<file path="config.mk">
export PLATFORM = sky130hd
export DESIGN_NAME = pmem_responder
export DESIGN_NICKNAME = d
export VERILOG_FILES = /design/src/rtl/pmem_types_pkg.sv /design/src/rtl/pmem_responder.sv
export SDC_FILE = /design/constraint.sdc
export NUM_CORES = 1
export LEC_CHECK = 0
export BUFFER_PORTS_ARGS = -buffer_cell sky130_fd_sc_hd__buf_2
export CAP_MARGIN = 20
export CORE_AREA = 2 2 358 272
export CTS_CLUSTER_DIAMETER = 50
export CTS_CLUSTER_SIZE = 40
export DETAILED_ROUTE_END_ITERATION = 8
export DIE_AREA = 0 0 360 274
export GPL_TIMING_DRIVEN = 0
export HOLD_SLACK_MARGIN = 0.02
export PLACE_DENSITY = 0.4
export SETUP_SLACK_MARGIN = 0.02
export SYNTH_ARGS = -nofsm -noshare
export SYNTH_HDL_FRONTEND = slang
export SYNTH_SLANG_ARGS = --single-unit
</file>
<file path="constraint.sdc">
create_clock -name clk -period 28.3 [get_ports clk]
set_clock_uncertainty 0.2 [all_clocks]
set_input_delay 8.49 -clock clk [delete_from_list [all_inputs] [get_ports clk]]
set_output_delay 8.49 -clock clk [all_outputs]
set_load 0.02 [all_outputs]
</file>
<file path="src/rtl/pmem_types_pkg.sv">
// pmem_types_pkg
// Shared types and sizing constants for the physical-memory responder.
// Holds the responder state enum, the default line/beat widths, the number
// of beats per line and the address-field widths derived from a 32-byte line.
package pmem_types_pkg;

  typedef enum logic [1:0] {
    S_IDLE,
    S_WAIT,
    S_XFER,
    S_RESP
  } state_e;

  localparam int DEF_LINE_WIDTH   = 256;
  localparam int DEF_BEAT_WIDTH   = 64;
  localparam int BEATS            = DEF_LINE_WIDTH / DEF_BEAT_WIDTH;

  // A line is 32 bytes, so the low 5 address bits select a byte inside it and
  // are not part of the line address.
  localparam int LINE_OFFSET_BITS = 5;
  localparam int BEAT_IDX_BITS    = 2;
  localparam int MEM_ADDR_WIDTH   = 32 - LINE_OFFSET_BITS + BEAT_IDX_BITS;

endpackage

</file>
<file path="src/rtl/pmem_responder.sv">
// pmem_responder
// Serves whole cache-line read/write requests against a narrower synchronous
// backing memory, inserting a programmable number of wait cycles before the
// beats are moved.
//
// Ports:
//   clk, rst            clock and asynchronous active-high reset
//   pmem_read/write     line requests, held by the initiator until pmem_resp
//   pmem_address        line address (low 5 bits ignored)
//   pmem_wdata          write line
//   pmem_rdata          assembled read line (registered, held between reads)
//   pmem_resp           one-cycle completion pulse
//   mem_addr/we/wdata   backing memory word address, write enable, write word
//   mem_rdata           backing memory read word, valid one cycle after mem_addr
module pmem_responder
  import pmem_types_pkg::*;
#(
  parameter int LATENCY    = 4,
  parameter int LINE_WIDTH = DEF_LINE_WIDTH,
  parameter int BEAT_WIDTH = DEF_BEAT_WIDTH
) (
  input  logic                      clk,
  input  logic                      rst,
  input  logic                      pmem_read,
  input  logic                      pmem_write,
  input  logic [31:0]               pmem_address,
  input  logic [LINE_WIDTH-1:0]     pmem_wdata,
  output logic [LINE_WIDTH-1:0]     pmem_rdata,
  output logic                      pmem_resp,
  output logic [MEM_ADDR_WIDTH-1:0] mem_addr,
  output logic                      mem_we,
  output logic [BEAT_WIDTH-1:0]     mem_wdata,
  input  logic [BEAT_WIDTH-1:0]     mem_rdata
);

  localparam int NBEATS = LINE_WIDTH / BEAT_WIDTH;
  localparam int CNT_W  = $clog2(NBEATS + 1);
  localparam int LADDR_W = 32 - LINE_OFFSET_BITS;

  // The wait counter is loaded with LATENCY-1 so that S_WAIT spans exactly
  // LATENCY cycles; with no latency S_WAIT is skipped and the value is unused.
  localparam logic [3:0] WAIT_INIT = (LATENCY > 0) ? 4'(LATENCY - 1) : 4'd0;

  state_e                    state_q,   state_d;
  logic [3:0]                waitCnt_q, waitCnt_d;
  logic [CNT_W-1:0]          beatCnt_q, beatCnt_d;
  logic                      isWrite_q, isWrite_d;
  logic [LADDR_W-1:0]        addr_q,    addr_d;
  logic [LINE_WIDTH-1:0]     wline_q,   wline_d;
  logic [LINE_WIDTH-1:0]     rdata_q,   rdata_d;
  logic [CNT_W-1:0]          lastBeat;
  logic                      unused_addr_bits;

  assign unused_addr_bits = ^pmem_address[LINE_OFFSET_BITS-1:0];

  // Reads need one extra transfer cycle because the last word returns one
  // cycle after its address was presented.
  assign lastBeat = isWrite_q ? CNT_W'(NBEATS - 1) : CNT_W'(NBEATS);

  always_ff @(posedge clk or posedge rst) begin
    if (rst) begin
      state_q   <= S_IDLE;
      waitCnt_q <= '0;
      beatCnt_q <= '0;
      isWrite_q <= 1'b0;
      addr_q    <= '0;
      wline_q   <= '0;
      rdata_q   <= '0;
    end else begin
      state_q   <= state_d;
      waitCnt_q <= waitCnt_d;
      beatCnt_q <= beatCnt_d;
      isWrite_q <= isWrite_d;
      addr_q    <= addr_d;
      wline_q   <= wline_d;
      rdata_q   <= rdata_d;
    end
  end

  always_comb begin
    state_d   = state_q;
    waitCnt_d = waitCnt_q;
    beatCnt_d = beatCnt_q;
    isWrite_d = isWrite_q;
    addr_d    = addr_q;
    wline_d   = wline_q;
    rdata_d   = rdata_q;

    case (state_q)
      S_IDLE: begin
        // A simultaneous read and write is served as the write.
        if (pmem_read || pmem_write) begin
          isWrite_d = pmem_write;
          addr_d    = pmem_address[31:LINE_OFFSET_BITS];
          if (pmem_write) begin
            wline_d = pmem_wdata;
          end
          beatCnt_d = '0;
          waitCnt_d = WAIT_INIT;
          state_d   = (LATENCY > 0) ? S_WAIT : S_XFER;
        end
      end

      S_WAIT: begin
        if (waitCnt_q == '0) begin
          state_d = S_XFER;
        end else begin
          waitCnt_d = waitCnt_q - 1'b1;
        end
      end

      S_XFER: begin
        // The word arriving now belongs to the address issued last cycle.
        if (!isWrite_q && (beatCnt_q != '0)) begin
          rdata_d[(int'(beatCnt_q) - 1) * BEAT_WIDTH +: BEAT_WIDTH] = mem_rdata;
        end
        if (beatCnt_q == lastBeat) begin
          beatCnt_d = '0;
          state_d   = S_RESP;
        end else begin
          beatCnt_d = beatCnt_q + 1'b1;
        end
      end

      S_RESP: begin
        state_d = S_IDLE;
      end

      default: begin
        state_d = S_IDLE;
      end
    endcase
  end

  assign pmem_resp  = (state_q == S_RESP);
  assign pmem_rdata = rdata_q;
  assign mem_we     = (state_q == S_XFER) && isWrite_q;
  assign mem_addr   = {addr_q, beatCnt_q[BEAT_IDX_BITS-1:0]};
  assign mem_wdata  = wline_q[int'(beatCnt_q[BEAT_IDX_BITS-1:0]) * BEAT_WIDTH +: BEAT_WIDTH];

endmodule
</file>
==> out/qor.csv, run 1 <==
stage;metric;value;unit
status;status;completed;
die;row cnt;99;
layout;Post-Layout Cell Count;3791;
cts;# H-tree levels;3;
global_routing;global-route wire length before repair;127000;um
timing;Max Fclk;80.6;MHz
layout;area of the multi-input gates;8830;um^2
detailed_routing;Initial DRC Count;729;
layout;nets;2818;
setup_path;CP endpoint kind;primary output;
detailed_routing;post-route ant nets;0;
setup_path;Critical-path top delay cell;clkbuf_1;
detailed_routing;routed wire length;88400;um
setup_path;crit path launch type;flop;
setup_path;Top cell by count, worst path;clkbuf_1;
synth;#FFs+latches synth;549;
synth;mean post-synth cell area;14.3;um^2
timing;TNS Setup;0;ns
cts;post-CTS sizing;0;
setup_path;crit path kind;reg2out;
layout;P&R area growth vs syn;34.7;%
setup_path;largest fanout on the critical path;10;
global_routing;vias in the first global route;17800;
placed_design;HPWL after detailed placement;68200;um
die;IO Count;707;
setup_path;Worst EP required;19.61;ns
setup_path;crit path DAT;3.72;ns
detailed_routing;WL/cell;23.3;um
cts;post-CTS setup buffers;0;
placed_design;pre-CTS setup slack;16.52;ns
timing;Max Transition Viols Final;0;
layout;post-route cell area;31800;um^2
detailed_routing;vias per cell;4.37;
die;Initial Util;24.7;%
global_routing;initial antenna violation count;21;
cts;CTS tree;built;
synth;synth warn;0;
layout;Reg area;13700;um^2
synth;Mapped Cells;1657;
global_routing;GRT Total Usage;17.7;%
cts;clk sinks;549;
pwr;PD cells;115;nW/um^2
synth;syn nets;2028;
pwr;maximum vdd drop;0.0718;mV
placed_design;Post-DP Area;28900;um^2
cts;Root Buffer;clkbuf_16;
detailed_routing;DRT Pass-1 Iters;4;
global_routing;grt ovf;0;
detailed_routing;DRC violation count after routing;0;
pwr;LEAKAGE;15.2;nW
cts;CTS Buffer Depth;3;
die;Die Span Y;274;um
placed_design;Final GP Congestion;0.815;
timing;Final Hold Fails;0;
detailed_routing;vias;16600;
global_routing;pin count of the biggest net entering global routing;119;
timing;Worst slew margin;25.2;%
timing;RSZ-0062 raised after global routing;no;
timing;Period minus WS final;12.41;ns
hold_path;Hold/Removal Path Class;reg2reg;
die;DIE WIDTH;360;um
timing;fin worst setup slack;15.89;ns
synth;Syn Std Cell Area;23600;um^2
setup_path;CP max stage delay;0.87;ns
die;area of the core;95800;um^2
layout;fillcell total;9658;
run;Max-Cap Viols;0;
cts;CTS clk-pin slew, worst paths;0.06;ns
synth;synth unique cells;43;
cts;hold buffers post-CTS;0;
synth;Seq/Total Area, Yosys;58.2;%
placed_design;total placed cells including tap cells;3629;
placed_design;port bufs;701;
timing;post-route clock period utilization;43.9;%
die;die area;98600;um^2
timing;Hold Slack;0.297;ns
timing;Worst-Margin Slew;1.12;ns
layout;share of cells above drive strength 1;54.6;%
setup_path;critical path cell sequence;clkbuf_1 > buf_1 > clkbuf_1 > mux4_2 > buf_2;
timing;final setup fails;0;
cts;worst-skew pair later-pin latency;0.66;ns
cts;TritonCTS Buffers;78;
[logic make-up after synthesis]
group / synth area share, %
flip-flops: 58.2
buffers and inverters: 4.47
multiplexers: 31.3
AO/OA/AOI/OAI: 0.524
XOR/XNOR: 0.111
adder cells (fa/ha/maj): 0.794
AND/OR/NAND/NOR: 4.69
[cell usage in the layout, fill, tap and decap left out, types with 6 or more instances in the layout]
cell type,n
clkbuf_16,79
nand2_1,134
clkinv_8,7
mux2_2,412
and3_1,66
mux4_2,64
buf_1,6
ha_1,15
inv_6,8
bufinv_16,12
inv_8,6
inv_1,139
mux2i_1,128
dfrtp_1,549
diode_2,16
buf_2,727
clkbuf_1,68
clkinvlp_4,12
clkbuf_8,6
[path summary, 6_finish.rpt]
path | to | cells after the start | slack, ns | start
worst max register to register | pmem_rdata[250] | 15 | 21.34 | beatCnt_q[1]
worst min register to register | pmem_rdata[66] | 1 | 0.30 | pmem_rdata[66]
worst min-delay path | pmem_rdata[66] | 1 | 0.30 | pmem_rdata[66]
max in group asynchronous | wline_q[207] | 5 | 18.51 | rst
min in group asynchronous | wline_q[30] | 2 | 7.64 | rst
worst max-delay path | mem_wdata[14] | 5 | 15.89 | beatCnt_q[1]
[worst max-delay path: cells and delay by family (launching register included)]
family	cells	cell delay, ns
buffers and inverters	4	2.16
DFF	1	0.44
muxes	1	0.43
[registers in the layout (all words and copies together), names as in the netlist]
name / count
beatCnt_q: 3
pmem_rdata: 256
state_q: 2
isWrite_q: 1
addr_q: 27
waitCnt_q: 4
wline_q: 256
[area by class of cell]
class	count	share of cell area (%)
Timing Repair Buffer	710	11.6
Clock inverter	54	2.43
Inverter	140	1.68
Sequential cell	549	43.2
Buffer	103	1.67
Tap cell	1262	4.96
Antenna cell	16	0.126
Multi-Input combinational cell	865	27.8
Clock buffer	92	6.56
[per-stage QoR]
stage	power, mW	util, %
global placement	2.59	30.0
floorplan	2.08	-
CTS	3.72	33.2
detailed placement	2.62	30.2
finish	3.66	33.2
global route	3.86	33.2
[layer usage]
metal	global-route usage (%)	wire length (um)	up-vias	part of all wire (%)
li1	-	-	7366	-
met1	22.4	38100	8634	43
met2	29.0	43200	411	49
met3	4.51	4110	150	4.7
met4	6.79	2860	10	3.2
met5	0	64	-	0.072
[cells in the mapped netlist]
cell / number / area, um^2
o21ai_0: 2 / 10.0
o21bai_1: 1 / 7.51
a32o_1: 1 / 10.0
nand2_2: 2 / 12.5
nor3_1: 4 / 20.0
mux2i_1: 128 / 1280
xnor2_1: 3 / 26.3
dfrtp_1: 549 / 13700
buf_2: 25 / 125
or3b_2: 1 / 8.76
a22o_1: 2 / 17.5
buf_6: 1 / 11.3
inv_1: 140 / 526
nand2_1: 134 / 503
buf_12: 5 / 100
nor3b_1: 1 / 7.51
ha_1: 15 / 188
nand4b_1: 2 / 17.5
and2_1: 1 / 6.26
nor4b_4: 1 / 23.8
nor4_1: 1 / 6.26
mux4_2: 64 / 1440
nor4b_1: 1 / 8.76
buf_1: 7 / 26.3
nand2b_1: 1 / 6.26
o311ai_0: 1 / 8.76
a21o_1: 3 / 22.5
clkbuf_1: 61 / 229
nor2_1: 3 / 11.3
buf_8: 1 / 15.0
a22oi_1: 1 / 7.51
mux2_2: 412 / 4640
nand3b_1: 1 / 7.51
nor2b_1: 1 / 6.26
o221ai_1: 2 / 17.5
buf_4: 3 / 22.5
mux2i_4: 1 / 22.5
or4b_2: 2 / 20.0
o31ai_1: 2 / 15.0
or4b_4: 1 / 13.8
a211oi_1: 1 / 7.51
and3_1: 66 / 413
nand3_1: 3 / 15.0
[power breakdown]
group	leakage, nW	internal (mW)	switching (mW)	total [mW]
Clock	1.36	0.653	0.417	1.07
Sequential	6.47	1.09	0.153	1.24
Combinational	7.36	0.571	0.773	1.34
Total	15.2	2.31	1.34	3.66
Power figures use the tool's default switching activity.
==> run 2: changes to the inputs <==
PLACE_DENSITY = 0.42   (was 0.4)
clock period = 10.9 ns   (was 28.3 ns; I/O delays follow)
==> out/qor.csv, run 2 (synthesis results as in run 1) <==
stage;metric;value;unit
timing;Worst-Margin Slew;1.15;ns
setup_path;crit path launch type;flop;
setup_path;setup slack, reg-to-reg;3.51;ns
detailed_routing;DRT Pass-1 Iters;4;
layout;final design utilization;33.2;%
placed_design;port bufs;701;
placed_design;pre-CTS setup slack;3.51;ns
die;die area;98600;um^2
placed_design;Final GP Congestion;0.839;
cts;post-CTS setup buffers;0;
detailed_routing;DRC violation count after routing;0;
hold_path;Hold/Removal Path Class;reg2reg;
global_routing;vias in the first global route;17900;
detailed_routing;vias per cell;4.40;
timing;final setup fails;0;
layout;Post-Layout Cell Count;3782;
setup_path;crit path kind;reg2reg;
placed_design;HPWL after detailed placement;69900;um
die;area of the core;95800;um^2
cts;CTS tree;built;
die;row cnt;99;
die;IO Count;707;
timing;Max Fclk;135;MHz
cts;# H-tree levels;3;
setup_path;largest fanout on the critical path;10;
cts;CTS Buffer Depth;3;
layout;P&R area growth vs syn;34.5;%
detailed_routing;Initial DRC Count;845;
placed_design;total placed cells including tap cells;3641;
cts;worst-skew pair later-pin latency;0.59;ns
setup_path;Worst EP required;11.22;ns
global_routing;global-route wire length before repair;129000;um
cts;clk sinks;549;
pwr;PD cells;293;nW/um^2
layout;commonest cells after routing, fill and taps aside;buf_2, dfrtp_1, mux2_2;
layout;share of cells above drive strength 1;54.7;%
die;Die Span Y;274;um
cts;CTS clk-pin slew, worst paths;0.06;ns
die;DIE WIDTH;360;um
global_routing;pin count of the biggest net entering global routing;43;
die;Initial Util;24.7;%
timing;TNS Setup;0;ns
timing;Worst slew margin;23.6;%
detailed_routing;routed wire length;89100;um
global_routing;GRT Total Usage;17.7;%
setup_path;Reg2Reg Launch Point;beatCnt_q[1];
timing;fin worst setup slack;3.51;ns
timing;Final Hold Fails;0;
cts;Root Buffer;clkbuf_16;
detailed_routing;WL/cell;23.6;um
layout;nets;2826;
run;Max-Cap Viols;0;
global_routing;initial antenna violation count;14;
layout;fillcell total;9702;
status;status;completed;
layout;leading cell type in the layout, fill and taps excluded;buf_2;
cts;TritonCTS Buffers;74;
hold_path;Min-Delay Startpoint;pmem_rdata[74];
cts;hold buffers post-CTS;0;
pwr;LEAKAGE;15.2;nW
global_routing;grt ovf;0;
setup_path;CP endpoint kind;flop;
pwr;maximum vdd drop;0.146;mV
timing;Max Transition Viols Final;0;
detailed_routing;vias;16700;
setup_path;Worst Setup SP;beatCnt_q[1];
timing;RSZ-0062 raised after global routing;no;
setup_path;crit path DAT;7.70;ns
timing;post-route clock period utilization;67.8;%
cts;post-CTS sizing;0;
detailed_routing;post-route ant nets;0;
timing;Period minus WS final;7.39;ns
[run 2: metrics by stage]
stage | total power [mW] | hold slack [ns] | cell area, um^2
floorplan | 5.41 | 0.271 | 23600
global placement | 6.73 | 0.281 | 28700
detailed placement | 6.82 | 0.287 | 29100
CTS | 9.45 | 0.300 | 31700
global route | 9.82 | 0.311 | 31800
finish | 9.32 | 0.299 | 31800
[run 2: path summary, 6_finish.rpt]
path,depth (start not counted),endpoint
max in group asynchronous,8,pmem_rdata[15]
worst min-delay path,1,pmem_rdata[74]
worst min register to register,1,pmem_rdata[74]
min in group asynchronous,2,wline_q[162]
worst max register to register,15,pmem_rdata[252]
worst max-delay path,15,pmem_rdata[252]
[run 2: power breakdown]
part | total (mW) | internal, mW | switching (mW) | leakage [nW]
sequential | 3.25 | 2.83 | 0.416 | 6.47
combinational | 3.51 | 1.50 | 2.01 | 7.46
clock | 2.56 | 1.53 | 1.03 | 1.26
[run 2: worst max-delay path: stages (launching register included)]
cell	delay [ns]
dfrtp_1	0.44
clkbuf_1	0.38
buf_1	0.76
buf_1	0.55
inv_1	0.18
ha_1	0.48
clkbuf_1	0.72
clkbuf_1	0.41
and3_1	0.25
ha_1	0.27
nor2_1	0.35
clkbuf_1	0.62
clkbuf_1	0.72
clkbuf_1	0.55
nand2_1	0.21
mux2i_1	0.17
[run 2: layer usage]
layer	global-route usage, %	share of wire (%)
met1	23.7	45
met2	29.4	49
met3	3.36	4.1
met4	4.58	1.9
met5	0	0.038
[run 2: layout make-up]
cell class              count  area, um^2  area share, %
flip-flops and latches    549       13700           43.2
multi-input cells         865        8830           27.8
repair buffers            722        3930           12.4
clock buffers              84        1970           6.21
well taps                1262        1580           4.97
clock inverters            49         633           1.99
plain buffers             103         531           1.67
inverters                 140         529           1.67
diodes                      8        20.0         0.0630
==> run 3: changes to the inputs <==
PLACE_DENSITY = 0.4   (was 0.42)
clock period = 7.5 ns   (was 10.9 ns; I/O delays follow)
==> out/qor.csv, run 3 (synthesis results as in run 1) <==
stage;metric;value;unit
status;status;completed;
global_routing;global-route wire length before repair;129000;um
timing;Final Hold Fails;0;
detailed_routing;vias;16700;
die;Initial Util;24.7;%
layout;post-route cell area;31800;um^2
timing;Max Fclk;150;MHz
setup_path;crit path kind;reg2reg;
run;Max-Cap Viols;0;
pwr;Clock power frac;27.9;%
die;area of the core;95800;um^2
timing;RSZ-0062 raised after global routing;no;
detailed_routing;post-route ant nets;0;
placed_design;Post-DP Area;29100;um^2
pwr;sequential power share;34.6;%
cts;worst-skew pair later-pin latency;0.63;ns
cts;TritonCTS Buffers;78;
hold_path;Min-Delay Startpoint;pmem_rdata[121];
setup_path;Worst Setup EP;pmem_rdata[229];
pwr;maximum vdd drop;0.196;mV
cts;CTS tree;built;
cts;Root Buffer;clkbuf_16;
cts;# H-tree levels;3;
setup_path;Reg2Reg Launch Point;beatCnt_q[1];
layout;leading cell type in the layout, fill and taps excluded;buf_2;
setup_path;Top cell by count, worst path;clkbuf_1;
timing;Worst slew margin;25.5;%
setup_path;CP Buf/Inv Count;9;
global_routing;initial antenna violation count;13;
setup_path;Worst Setup SP;beatCnt_q[1];
hold_path;Hold/Removal Path Class;reg2reg;
setup_path;Worst path top cell family by delay;buffers and inverters;
pwr;switching power;5.07;mW
timing;post-route clock period utilization;88.9;%
layout;Post-Layout Cell Count;3787;
die;IO Count;707;
timing;Max Transition Viols Final;0;
die;row cnt;99;
detailed_routing;Initial DRC Count;646;
setup_path;CP endpoint kind;flop;
setup_path;Worst EP required;7.86;ns
setup_path;critical path cell sequence;clkbuf_1 > buf_1 > buf_1 > inv_1 > ha_1 > clkbuf_1 > clkbuf_1 > and3_1 > ha_1 > nor2_1 > clkbuf_1 > clkbuf_2 > clkbuf_1 > nand2_1 > mux2i_1;
cts;CTS Buffer Depth;3;
setup_path;setup slack, reg-to-reg;0.83;ns
layout;fillcell total;9597;
detailed_routing;routed wire length;89200;um
layout;commonest cells after routing, fill and taps aside;buf_2, dfrtp_1, mux2_2;
timing;Period minus WS final;6.67;ns
setup_path;WP depth;15;
die;Die Span Y;274;um
global_routing;GRT Total Usage;17.8;%
setup_path;Reg2Reg Depth;15;
placed_design;Final GP Congestion;0.823;
placed_design;total placed cells including tap cells;3640;
cts;CTS clk-pin slew, worst paths;0.07;ns
detailed_routing;vias per cell;4.41;
cts;clk sinks;549;
setup_path;r2r endpoint;pmem_rdata[229];
setup_path;crit path launch type;flop;
pwr;LEAKAGE;15.2;nW
setup_path;crit path DAT;7.03;ns
cts;post-CTS setup buffers;0;
detailed_routing;DRC violation count after routing;0;
pwr;Switching Share;37.3;%
detailed_routing;DRT Pass-1 Iters;4;
timing;Worst-Margin Slew;1.12;ns
layout;share of cells above drive strength 1;54.7;%
layout;P&R area growth vs syn;34.6;%
pwr;PD cells;427;nW/um^2
die;DIE WIDTH;360;um
placed_design;HPWL after detailed placement;69400;um
global_routing;pin count of the biggest net entering global routing;42;
pwr;combinational share of power;37.5;%
detailed_routing;WL/cell;23.5;um
timing;TNS Setup;0;ns
cts;hold buffers post-CTS;0;
layout;nets;2829;
setup_path;CP max stage delay;0.69;ns
pwr;internal power;8.51;mW
global_routing;grt ovf;0;
placed_design;port bufs;701;
setup_path;Critical-path top delay cell;buf_1;
timing;final setup fails;0;
setup_path;largest fanout on the critical path;10;
global_routing;vias in the first global route;18000;
die;die area;98600;um^2
-- run 3: cell types whose count changed in the layout (fill, tap and decap cells not counted), moves of 3 or more --
cell and delta:
clkinv_2 -5, clkbuf_16 +4, clkbuf_8 +3, inv_8 +3
bufinv_16 -4, clkinv_4 +3
-- run 3: power groups by stage --
stage	registers (mW)	clock network [mW]	logic [mW]
floorplan	5.10	0	2.76
global placement	4.71	0	5.08
detailed placement	4.73	0	5.18
CTS	4.69	3.92	5.19
global route	4.84	4.05	5.43
finish	4.70	3.79	5.08
-- run 3: per-layer routing --
layer,GRT usage [%],vias up,wire length (um)
met1,23.0,8790,39000
met5,0,-,61
met4,5.64,10,2190
met3,4.02,125,3980
li1,-,7383,-
met2,29.7,375,44000
-- run 3: cell type report --
class / count / area [um^2] / area share (%)
Antenna cell: 8 / 20.0 / 0.0630
Buffer: 103 / 532 / 1.67
Clock buffer: 92 / 2120 / 6.66
Clock inverter: 47 / 557 / 1.75
Inverter: 140 / 529 / 1.66
Multi-Input combinational cell: 865 / 8830 / 27.8
Sequential cell: 549 / 13700 / 43.2
Tap cell: 1262 / 1580 / 4.97
Timing Repair Buffer: 721 / 3890 / 12.2
-- run 3: stage by stage --
stage / hold slack [ns] / utilization [%] / total power [mW] / setup WS [ns]
floorplan: 0.271 / - / 7.87 / -2.42
global placement: 0.283 / 30.0 / 9.79 / -6.12
detailed placement: 0.287 / 30.4 / 9.92 / 0.330
CTS: 0.301 / 33.2 / 13.8 / 0.296
global route: 0.313 / 33.2 / 14.3 / 0.312
finish: 0.298 / 33.2 / 13.6 / 0.830
-- run 3: timing repair --
action / CTS / global route
endpoints found under the setup margin: 0 / 2
gates resized for setup: 0 / 3
endpoints found under the hold margin: 0 / 0
-- run 3: worst min-delay path by stage --
| stage | to | slack, ns | cells past startpoint |
|---|---|---|---|
| finish | pmem_rdata[121] | 0.30 | 1 |
| global route | wline_q[36] | 0.31 | 1 |
| CTS | wline_q[218] | 0.30 | 1 |
| detailed placement | pmem_rdata[118] | 0.29 | 1 |
| global placement | wline_q[24] | 0.28 | 1 |
| floorplan | waitCnt_q[1] | 0.27 | 2 |
